<file path="config.mk">
export PLATFORM = sky130hd
export DESIGN_NAME = alu_issue
export DESIGN_NICKNAME = d
export VERILOG_FILES = /design/src/rtl/alu_issue.sv
export SDC_FILE = /design/constraint.sdc
export NUM_CORES = 1
export LEC_CHECK = 0
export BUFFER_PORTS_ARGS = -buffer_cell sky130_fd_sc_hd__buf_2
export CAP_MARGIN = 20
export CORE_AREA = 2 2 100 102
export CTS_BUF_LIST = sky130_fd_sc_hd__clkbuf_16
export DETAILED_ROUTE_END_ITERATION = 8
export DIE_AREA = 0 0 102 104
export PLACE_DENSITY_LB_ADDON = 0.2
export SLEW_MARGIN = 0
export SYNTH_ARGS = -nofsm -noshare
export SYNTH_HDL_FRONTEND = slang
export SYNTH_SLANG_ARGS = --single-unit
</file>
<file path="constraint.sdc">
create_clock -name clk -period 7.2 [get_ports clk]
set_clock_uncertainty 0.2 [all_clocks]
set_input_delay 0.36 -clock clk [delete_from_list [all_inputs] [get_ports clk]]
set_output_delay 0.36 -clock clk [all_outputs]
set_load 0.02 [all_outputs]
</file>
<file path="src/rtl/alu_issue.sv">
// Issue stage for the combinational ALU: decodes one RV32I/M request per handshake,
// holds the ALU operands for the op's cycle count and returns the tagged result.
module alu_issue #(
   parameter int MUL_CYCLES = 2,
   parameter int DIV_CYCLES = 8
) (
   input  logic        clk,
   input  logic        areset,
   input  logic        in_valid,
   output logic        in_ready,
   input  logic [1:0]  in_kind,
   input  logic [2:0]  in_funct3,
   input  logic [6:0]  in_funct7,
   input  logic [31:0] in_a,
   input  logic [31:0] in_b,
   input  logic [4:0]  in_tag,
   output logic [31:0] alu_src_a,
   output logic [31:0] alu_src_b,
   output logic [3:0]  alu_instr,
   input  logic [31:0] alu_result,
   output logic        out_valid,
   input  logic        out_ready,
   output logic [31:0] out_result,
   output logic [4:0]  out_tag,
   output logic        out_illegal
);

   localparam int MAXC  = (MUL_CYCLES > DIV_CYCLES) ? MUL_CYCLES : DIV_CYCLES;
   localparam int CNT_W = (MAXC > 1) ? $clog2(MAXC) : 1;

   typedef enum logic [1:0] {IDLE, EXEC, DONE} state_t;

   state_t           state;
   logic [CNT_W-1:0] cnt;
   logic             inv_p0;
   logic [5:0]       dec;
   logic             accept;

   // Returns {legal, invert, op}.
   function automatic logic [5:0] decode(input logic [1:0] kind, input logic [2:0] f3,
                                         input logic [6:0] f7);
      logic       legal;
      logic       inv;
      logic [3:0] op;
      legal = 1'b1;
      inv   = 1'b0;
      op    = 4'h0;
      case (kind)
         2'b00, 2'b01: begin
            if (kind == 2'b00 && f7 == 7'h01) begin
               case (f3)
                  3'd0:    op = 4'hD;
                  3'd4:    op = 4'hE;
                  3'd6:    op = 4'hF;
                  default: legal = 1'b0;
               endcase
            end else begin
               case (f3)
                  3'd0:    op = (kind == 2'b00 && f7 == 7'h20) ? 4'h1 : 4'h0;
                  3'd1:    op = 4'h5;
                  3'd2:    op = 4'h7;
                  3'd3:    op = 4'hB;
                  3'd4:    op = 4'h4;
                  3'd5:    op = 4'h6;
                  3'd6:    op = 4'h3;
                  default: op = 4'h2;
               endcase
               // Register forms only tolerate the SUB encoding; immediates only care on shifts.
               if (kind == 2'b00 && f7 != 7'h00 && !(f3 == 3'd0 && f7 == 7'h20))
                  legal = 1'b0;
               if (kind == 2'b01 && (f3 == 3'd1 || f3 == 3'd5) && f7 != 7'h00)
                  legal = 1'b0;
            end
         end
         2'b10: begin
            case (f3)
               3'd0:    op = 4'h8;
               3'd1:    op = 4'h9;
               3'd4:    op = 4'h7;
               3'd5:    op = 4'hA;
               3'd6:    op = 4'hB;
               3'd7:    begin op = 4'hB; inv = 1'b1; end
               default: legal = 1'b0;
            endcase
         end
         default: legal = 1'b0;
      endcase
      return {legal, inv, op};
   endfunction

   always_comb begin
      dec = decode(in_kind, in_funct3, in_funct7);
   end

   assign in_ready = !areset && (state == IDLE || (state == DONE && out_ready));
   assign accept   = in_valid && in_ready;

   always_ff @(posedge clk or posedge areset) begin
      if (areset) begin
         state       <= IDLE;
         cnt         <= '0;
         inv_p0      <= 1'b0;
         out_valid   <= 1'b0;
         out_result  <= '0;
         out_tag     <= '0;
         out_illegal <= 1'b0;
         alu_src_a   <= '0;
         alu_src_b   <= '0;
         alu_instr   <= '0;
      end else if (accept) begin
         out_tag <= in_tag;
         if (dec[5]) begin
            alu_src_a <= in_a;
            alu_src_b <= in_b;
            alu_instr <= dec[3:0];
            inv_p0    <= dec[4];
            out_valid <= 1'b0;
            state     <= EXEC;
            if (dec[3:0] == 4'hD)
               cnt <= CNT_W'(MUL_CYCLES - 1);
            else if (dec[3:0] == 4'hE || dec[3:0] == 4'hF)
               cnt <= CNT_W'(DIV_CYCLES - 1);
            else
               cnt <= '0;
         end else begin
            // Undecodable requests skip the ALU and report straight away.
            out_valid   <= 1'b1;
            out_illegal <= 1'b1;
            out_result  <= '0;
            state       <= DONE;
         end
      end else begin
         case (state)
            EXEC: begin
               if (cnt != '0) begin
                  cnt <= cnt - 1'b1;
               end else begin
                  out_result  <= inv_p0 ? {31'b0, ~alu_result[0]} : alu_result;
                  out_illegal <= 1'b0;
                  out_valid   <= 1'b1;
                  state       <= DONE;
               end
            end
            DONE: begin
               if (out_ready) begin
                  out_valid <= 1'b0;
                  state     <= IDLE;
               end
            end
            default: ;
         endcase
      end
   end

endmodule
</file>
* Word level (Yosys, flattened, before mapping)
Cells that the tools add are included.
Operators by class: muxes and demuxes 39, bitwise operators 1, equality and inequality tests 21, add/sub/neg operators 1, reduce and logical (&&, ||, !) cells 31
Operators by type and width (count):
- 32-bit two-way mux | 5
- 4-bit one-hot mux with 7 select lines | 1
- 4-bit one-hot mux with 5 select lines | 1
- 3-bit two-way mux | 6
- 1-bit two-way mux | 16
- 3-bit == test, second input constant | 4
- 4-bit == test, second input constant | 3
- 4-bit one-hot mux with 3 select lines | 1
- 1-bit logical AND | 10
- 3-bit AND reduction | 3
- 2-bit two-way mux | 4
- 4-bit one-hot mux with 2 select lines | 1
- 7-bit by 1-bit == test with 1-bit output, second input constant | 1
- 7-bit by 6-bit == test with 1-bit output, second input constant | 1
- 7-bit nonzero test | 1
- 3-bit by 2-bit == test with 1-bit output, second input constant | 2
- 2-bit inequality test, second input constant | 3
- 3-bit inequality test, second input constant | 2
- 3-bit nonzero test | 2
- 6-bit OR reduction | 1
- 2-bit by 1-bit == test with 1-bit output, second input constant | 2
- 2-bit == test, second input constant | 2
- 2-bit logical NOT | 2
- 4-bit two-way mux | 1
- other kinds (12) | 18
Storage, ports and cells: bits of input ports 117, bits in registers 113

* Logic depth before layout (Yosys ltp)
Gate-level depths: netlist (run 1).
depth after elaboration 12, mapped depth 9, mapped depth without buffers 6

* Worst setup path after synthesis (run 1)
No wires, ideal clock.
kind flip-flop to flip-flop, start point register out_valid (netlist name), end point register alu_src_a[0], setup slack 4532 ps, cell stages (with the launch flop) 7, library setup time 128 ps, data arrival time 2341 ps, cells stage by stage dfrtp_1 > a211oi_1 > nand2_1 > and3b_1 > buf_4 > buf_4 > mux2_1
RTL lines:
- end signal, assigned | RTL line 113 | alu_src_a <= in_a;
- end, declared | RTL line 17 | output logic [31:0] alu_src_a,

* Worst setup path after layout (run 1)
start point input port areset, end point register alu_src_b[28]
On the way: cells in the longest elaborated chain, start to end 4
Ends and longest elaborated chain:
- start, declared | RTL line 8 | input logic areset,
- 1-bit logical NOT (no line)
- 1-bit logical AND | RTL line 95 | assign in_ready = !areset && (state == IDLE || (state == DONE && out_ready));
- 1-bit logical AND | RTL line 96 | assign accept = in_valid && in_ready;
- 2-bit AND reduction (no line)
- end signal, assigned | RTL line 114 | alu_src_b <= in_b;
- end, declared | RTL line 18 | output logic [31:0] alu_src_b,
Every way passes these cells. A chain may end at the register's enable or synchronous reset.

==> flow_summary.yaml, run 1 <==
floorplan:
  die_h_microns: 104
  num_rows: 36
  fp.dieW_microns: 102
  start_util_pct: 47.7
  core_area_sq_um: 9550
  die_area_sq_um: 10600
  ios: 225
clock_network:
  clk_latency_ps: 330
  post_cts_buffers: 0
  cts_resized: 0
  h-tree-depth: 3
  clk_pin_slew_worst_paths_ps: 70
  root_buffer: "clkbuf_16"
  postCtsHoldBufs: 1
  cts_tree: "done"
  cts_made_buffers: 9
  cts_sinks: 112
  clockBufferDepth: 2
logic_synthesis:
  syn-instance-count: 322
  synth.distinct_cells: 46
  yosysTopAreaCell: "dfrtp_1"
  yosysWarnings: 0
  synth_common_cells: "dfrtp_1 (112), mux2_1 (64), a22o_1 (31)"
  synthTopCellsByArea: "dfrtp_1 (61%), mux2_1 (16%), a22o_1 (6.0%), a21oi_1 (1.4%), buf_4 (1.3%)"
  ys_seq_elements: 112
  synthArstFlopShare_pct: 100
  synth_seq_area_share_pct: 61.5
  post-synth-top-count-cell: "dfrtp_1"
  synth.avg_cell_area_sq_um: 14.2
  synth_area_sq_um: 4560
  synthFlopType: "dfrtp_1"
  synth_fp_nets: 441
  synth_top_area_share_pct: 61.5
  synth_edf_count: 0
global_route:
  grt_overflow_total: 0
  grt_max_degree: 59
  antenna_found_initial: 0
  first_global_vias: 3414
  grtUsageTotal_pct: 20.1
  grt_pass1_wl_microns: 16700
worst_setup_path:
  worstPathMaxFanout: 56
  critPathKind: "in2reg"
  cp.required_ps: 7220
  cp-end-kind: "register"
  crit_family: "buffers and inverters"
  cp-start-kind: "primary input"
  arrival_ps: 3450
  crit_buf_inv: 3
  crit_chain: "dlygate4sd3_1 -> buf_2 -> a211oi_1 -> nand2_1 -> and3b_4 -> buf_4 -> mux2_1"
  slowest_delay_ps: 630
  cpMaxStageDelayCell: "and3b_4"
run_status:
  status: "finished, final reports clean"
final_layout:
  fill_cells: 813
  insertedDiodeCount: 0
  layout.nets: 660
  syn_to_final_growth_pct: 32.6
  fin_util_pct: 63.3
  drive_gt1_share_pct: 46.9
placement:
  portBuffers: 224
  pre_cts_ws_ps: 3860
  place.gp.congestion: 0.827
  hpwl_microns: 7850
run:
  maxCapViolCount: 0
drt:
  vias: 3446
  drt-pass1-iter-count: 4
  post_drt_wl_per_cell_microns: 15.6
  drc_errors: 0
  wl_microns: 10600
  drtIter0Drc: 120
  viasPerCell: 5.08
  drtAntennaViolNets: 0
timing:
  hold_viol: 0
  fin_ws_ps: 3760
  post-route-period-util_pct: 47.7
  max_freq_ghz: 0.291
  rsz0062_at_grt: "no"
  setup_violations: 0
  fin_tns_setup_ps: 0
  min_period_ps: 3440
  worst_slew_pin_slew_ps: 723
  relSlewSlack_pct: 51.8
  finalMaxSlewViolations: 0
power_and_ir_drop:
  total_power_w: 0.00267
  leakage_nw: 3.15
  ir_drop_mv: 0.229
  powerDensity_nw_per_um2: 442
hold_path:
  hold_path_class: "in2reg"
registers in the layout (all words and copies together) (netlist names):
| signal | flops |
|---|---|
| cnt | 3 |
| out_valid | 1 |
| inv_p0 | 1 |
| out_illegal | 1 |
| alu_src_a | 32 |
| state | 1 |
| alu_src_b | 32 |
| out_tag | 5 |
| alu_instr | 4 |
| out_result | 32 |
placed cells by master (no fill, tap or decap), types with 2 or more instances in the layout:
cell type,count
ha_1,2
nor2_1,8
mux2i_1,3
nor2b_1,4
o21ai_0,3
clkinv_2,3
nand2b_1,4
a211oi_1,3
clkbuf_16,9
a22o_1,31
buf_4,4
nor4_1,3
inv_6,2
o311a_1,2
a2bb2oi_1,3
inv_1,8
dfrtp_1,112
nor3b_1,2
mux2_1,64
a21oi_1,13
nand2_1,2
or4_1,2
mux2_2,5
nor3_1,2
a21o_1,2
buf_2,224
per-layer routing:
metal	part of all wire (%)	up-vias	global-route usage [%]
met1	40	1661	24.9
met4	1.7	0	6.57
met3	8.3	18	5.65
met2	50	148	33.7
met5	0	-	0
li1	-	1619	-
cells by family after synthesis:
logic type | after synthesis | share of synthesized area, %
AOI/OAI and AO/OA | 68 | 11.6
and+or+nand+nor | 38 | 5.16
DFF | 112 | 61.5
muxes | 72 | 17.7
adders and majority gates | 2 | 0.549
buffers and inverters | 29 | 3.38
xor gates and xnor gates | 1 | 0.192
per-stage QoR:
step | hold slack [ps] | instance area (sq um) | std cells
3_3_place_gp | 261 | 5760 | 662
5_1_grt | 31.2 | 6040 | 679
2_1_floorplan | 295 | 4560 | 322
4_1_cts | 25.1 | 6040 | 679
3_5_place_dp | 260 | 5760 | 662
6_report | 35.4 | 6040 | 679
worst register-to-register path, delay by kind of cell (launching register included):
| family | cells | cell delay [ps] |
|---|---|---|
| compound gates | 1 | 360 |
| buf+inv | 1 | 630 |
| flops | 1 | 440 |
| mux | 1 | 460 |
| simple gates | 2 | 990 |
report_power, final:
part	total [W]	switching (W)	internal [W]	leakage [nW]
combinational	0.00112	0.000677	0.000445	1.62
sequential	0.00109	0.000155	0.000937	1.39
clock	0.000455	0.000220	0.000235	0.141
total	0.00267	0.00105	0.00162	3.15
final cells by class:
| class | instances | area [sq um] | share of cell area, % |
|---|---|---|---|
| sequential | 112 | 2800 | 46.4 |
| multi-input combinational | 181 | 1610 | 26.7 |
| timing repair buffer | 229 | 1160 | 19.2 |
| clock buffer | 9 | 225 | 3.73 |
| tap | 133 | 166 | 2.75 |
| clock inverter | 7 | 45.0 | 0.745 |
| inverter | 8 | 32.5 | 0.538 |
worst paths after layout:
path                                          from                         to  slack (ps)  cells past startpoint
setup / recovery                            areset  alu_src_b[28]$_DFFE_PP0P_        3760                      7
hold / removal                             in_b[4]   alu_src_b[4]$_DFFE_PP0P_          40                      2
setup reg to reg             out_valid$_DFFE_PP0P_  alu_src_b[28]$_DFFE_PP0P_        4020                      5
hold reg to reg            out_illegal$_DFFE_PP0P_    out_illegal$_DFFE_PP0P_         280                      1
max in group asynchronous                   areset  alu_src_b[17]$_DFFE_PP0P_        5110                      4
min in group asynchronous                   areset   alu_instr[1]$_DFFE_PP0P_         490                      3
(Power assumes the default switching activity.)
==> inputs of run 2 (changes only) <==
Settings changed: CORE_AREA 2 2 100 102 to 2 2 103 105, DIE_AREA 0 0 102 104 to 0 0 105 107.
Clock period 7.2 ns to 3.5 ns, I/O delays scaled along.
==> run 2 against run 1 <==
Net effect: non-clock buffer count rose by 104; clock power is 120% higher; sequential share of layout area down 7.0 points; total power rose by 120%; highest routed layer unchanged; wire length grew 22%; setup slack lost 2900 ps; design area increased by 18%; final cell count rose by 16%; via count up 14%; hold slack better by 4.9 ps.
==> flow_summary.yaml, run 2 (same netlist as run 1, synthesis figures left out) <==
drt:
  drtIter0Drc: 145
  viasPerCell: 5.01
  vias: 3935
  post_drt_wl_per_cell_microns: 16.5
  drc_errors: 0
  wl_microns: 12900
  drtAntennaViolNets: 0
  drt-pass1-iter-count: 4
global_route:
  grt_overflow_total: 0
  grtUsageTotal_pct: 23.6
  antenna_found_initial: 0
  grt_max_degree: 57
  first_global_vias: 4232
  grt_pass1_wl_microns: 20900
timing:
  worst_slew_pin_slew_ps: 667
  max_freq_ghz: 0.385
  relSlewSlack_pct: 55.5
  min_period_ps: 2600
  fin_tns_setup_ps: 0
  hold_viol: 0
  rsz0062_at_grt: "no"
  setup_violations: 0
  post-route-period-util_pct: 74.2
  finalMaxSlewViolations: 0
worst_setup_path:
  slowest_delay_ps: 530
  crit_buf_inv: 3
  worstPathMaxFanout: 47
  critPathKind: "in2reg"
  cp-end-kind: "register"
  cp-start-kind: "primary input"
  cpMaxStageDelayCell: "dlygate4sd3_1"
  crit_chain: "dlygate4sd3_1 -> buf_2 -> a211oi_1 -> nand2_1 -> and3b_4 -> buf_12 -> mux2_1"
  crit_family: "buffers and inverters"
  arrival_ps: 2610
  cp.required_ps: 3510
placement:
  place.gp.congestion: 0.908
  hpwl_microns: 8020
  portBuffers: 224
  placed_area_sq_um: 5800
clock_network:
  h-tree-depth: 3
  cts_tree: "done"
  clk_latency_ps: 340
  post_cts_buffers: 0
  cts_sinks: 112
  clockBufferDepth: 2
  cts_made_buffers: 9
  clk_pin_slew_worst_paths_ps: 70
  root_buffer: "clkbuf_16"
floorplan:
  fp.dieW_microns: 105
  die_h_microns: 107
  start_util_pct: 45.2
  core_area_sq_um: 10100
  die_area_sq_um: 11200
  num_rows: 37
  ios: 225
run:
  maxCapViolCount: 0
power_and_ir_drop:
  ir_drop_mv: 0.539
  powerDensity_nw_per_um2: 806
  leakage_nw: 3.60
final_layout:
  syn_to_final_growth_pct: 56.2
  stdcell_area_sq_um: 7120
  layout.nets: 764
  layout_common_cells: "buf_2 (224), dfrtp_1 (112), dlygate4sd3_1 (103), mux2_1 (64), a22o_1 (31)"
  insertedDiodeCount: 0
  layout_commonest_cell: "buf_2"
  reg_top3: "alu_src_a x32, alu_src_b x32, out_result x32"
  fin_util_pct: 70.6
  drive_gt1_share_pct: 39.7
run_status:
  status: "finished, final reports clean"
hold_path:
  hold_path_class: "in2reg"
[run 2: metrics by stage]
stage / cells / total power, W / hold WS [ps] / worst slack, ps
after global routing: 786 / 0.00606 / 31.2 / 773
after floorplan: 322 / 0.00371 / 110 / 166
final: 786 / 0.00574 / 40.3 / 902
after detailed placement: 667 / 0.00462 / 141 / 849
after global placement: 667 / 0.00454 / 132 / 888
after CTS: 786 / 0.00573 / 15.6 / 893
[run 2: area by class of cell]
cell class / instances / area (sq um)
Clock buffer: 9 / 225
Clock inverter: 7 / 71.3
Fill cell: 717 / 2970
Inverter: 8 / 32.5
Multi-Input combinational cell: 181 / 1610
Sequential cell: 112 / 2800
Tap cell: 136 / 170
Timing Repair Buffer: 333 / 2210
[run 2: what timing repair did]
item,CTS,global route
hold endpoints to repair,156,0
resized for setup,0,0
hold buffers,103,0
[run 2: power breakdown]
group	total, W	switching (W)	internal, W
clock network	0.00102	0.000460	0.000557
logic	0.00244	0.00145	0.000996
registers	0.00228	0.000351	0.00193
total	0.00574	0.00226	0.00348
[run 2: metal layers]
layer | vias up | global-route usage, % | share of wire, % | wire length (microns)
met4 | 0 | 8.95 | 2.1 | 276
li1 | 1823 | - | - | -
met1 | 1927 | 28.5 | 41 | 5300
met5 | - | 0 | 0 | 0
met2 | 164 | 41.6 | 50 | 6520
met3 | 21 | 4.92 | 6.4 | 834
[run 2: worst paths after layout]
check / slack, ps / cells after the start / end / from
worst max-delay path: 900 / 7 / alu_src_b[27]$_DFFE_PP0P_ / areset
worst min-delay path: 40 / 2 / inv_p0$_DFFE_PP0P_ / in_funct3[1]
worst max register to register: 970 / 5 / alu_src_b[27]$_DFFE_PP0P_ / out_valid$_DFFE_PP0P_
worst min register to register: 280 / 1 / alu_src_b[2]$_DFFE_PP0P_ / alu_src_b[2]$_DFFE_PP0P_
max in group asynchronous: 1910 / 4 / alu_src_b[3]$_DFFE_PP0P_ / areset
min in group asynchronous: 310 / 3 / out_tag[0]$_DFFE_PP0P_ / areset
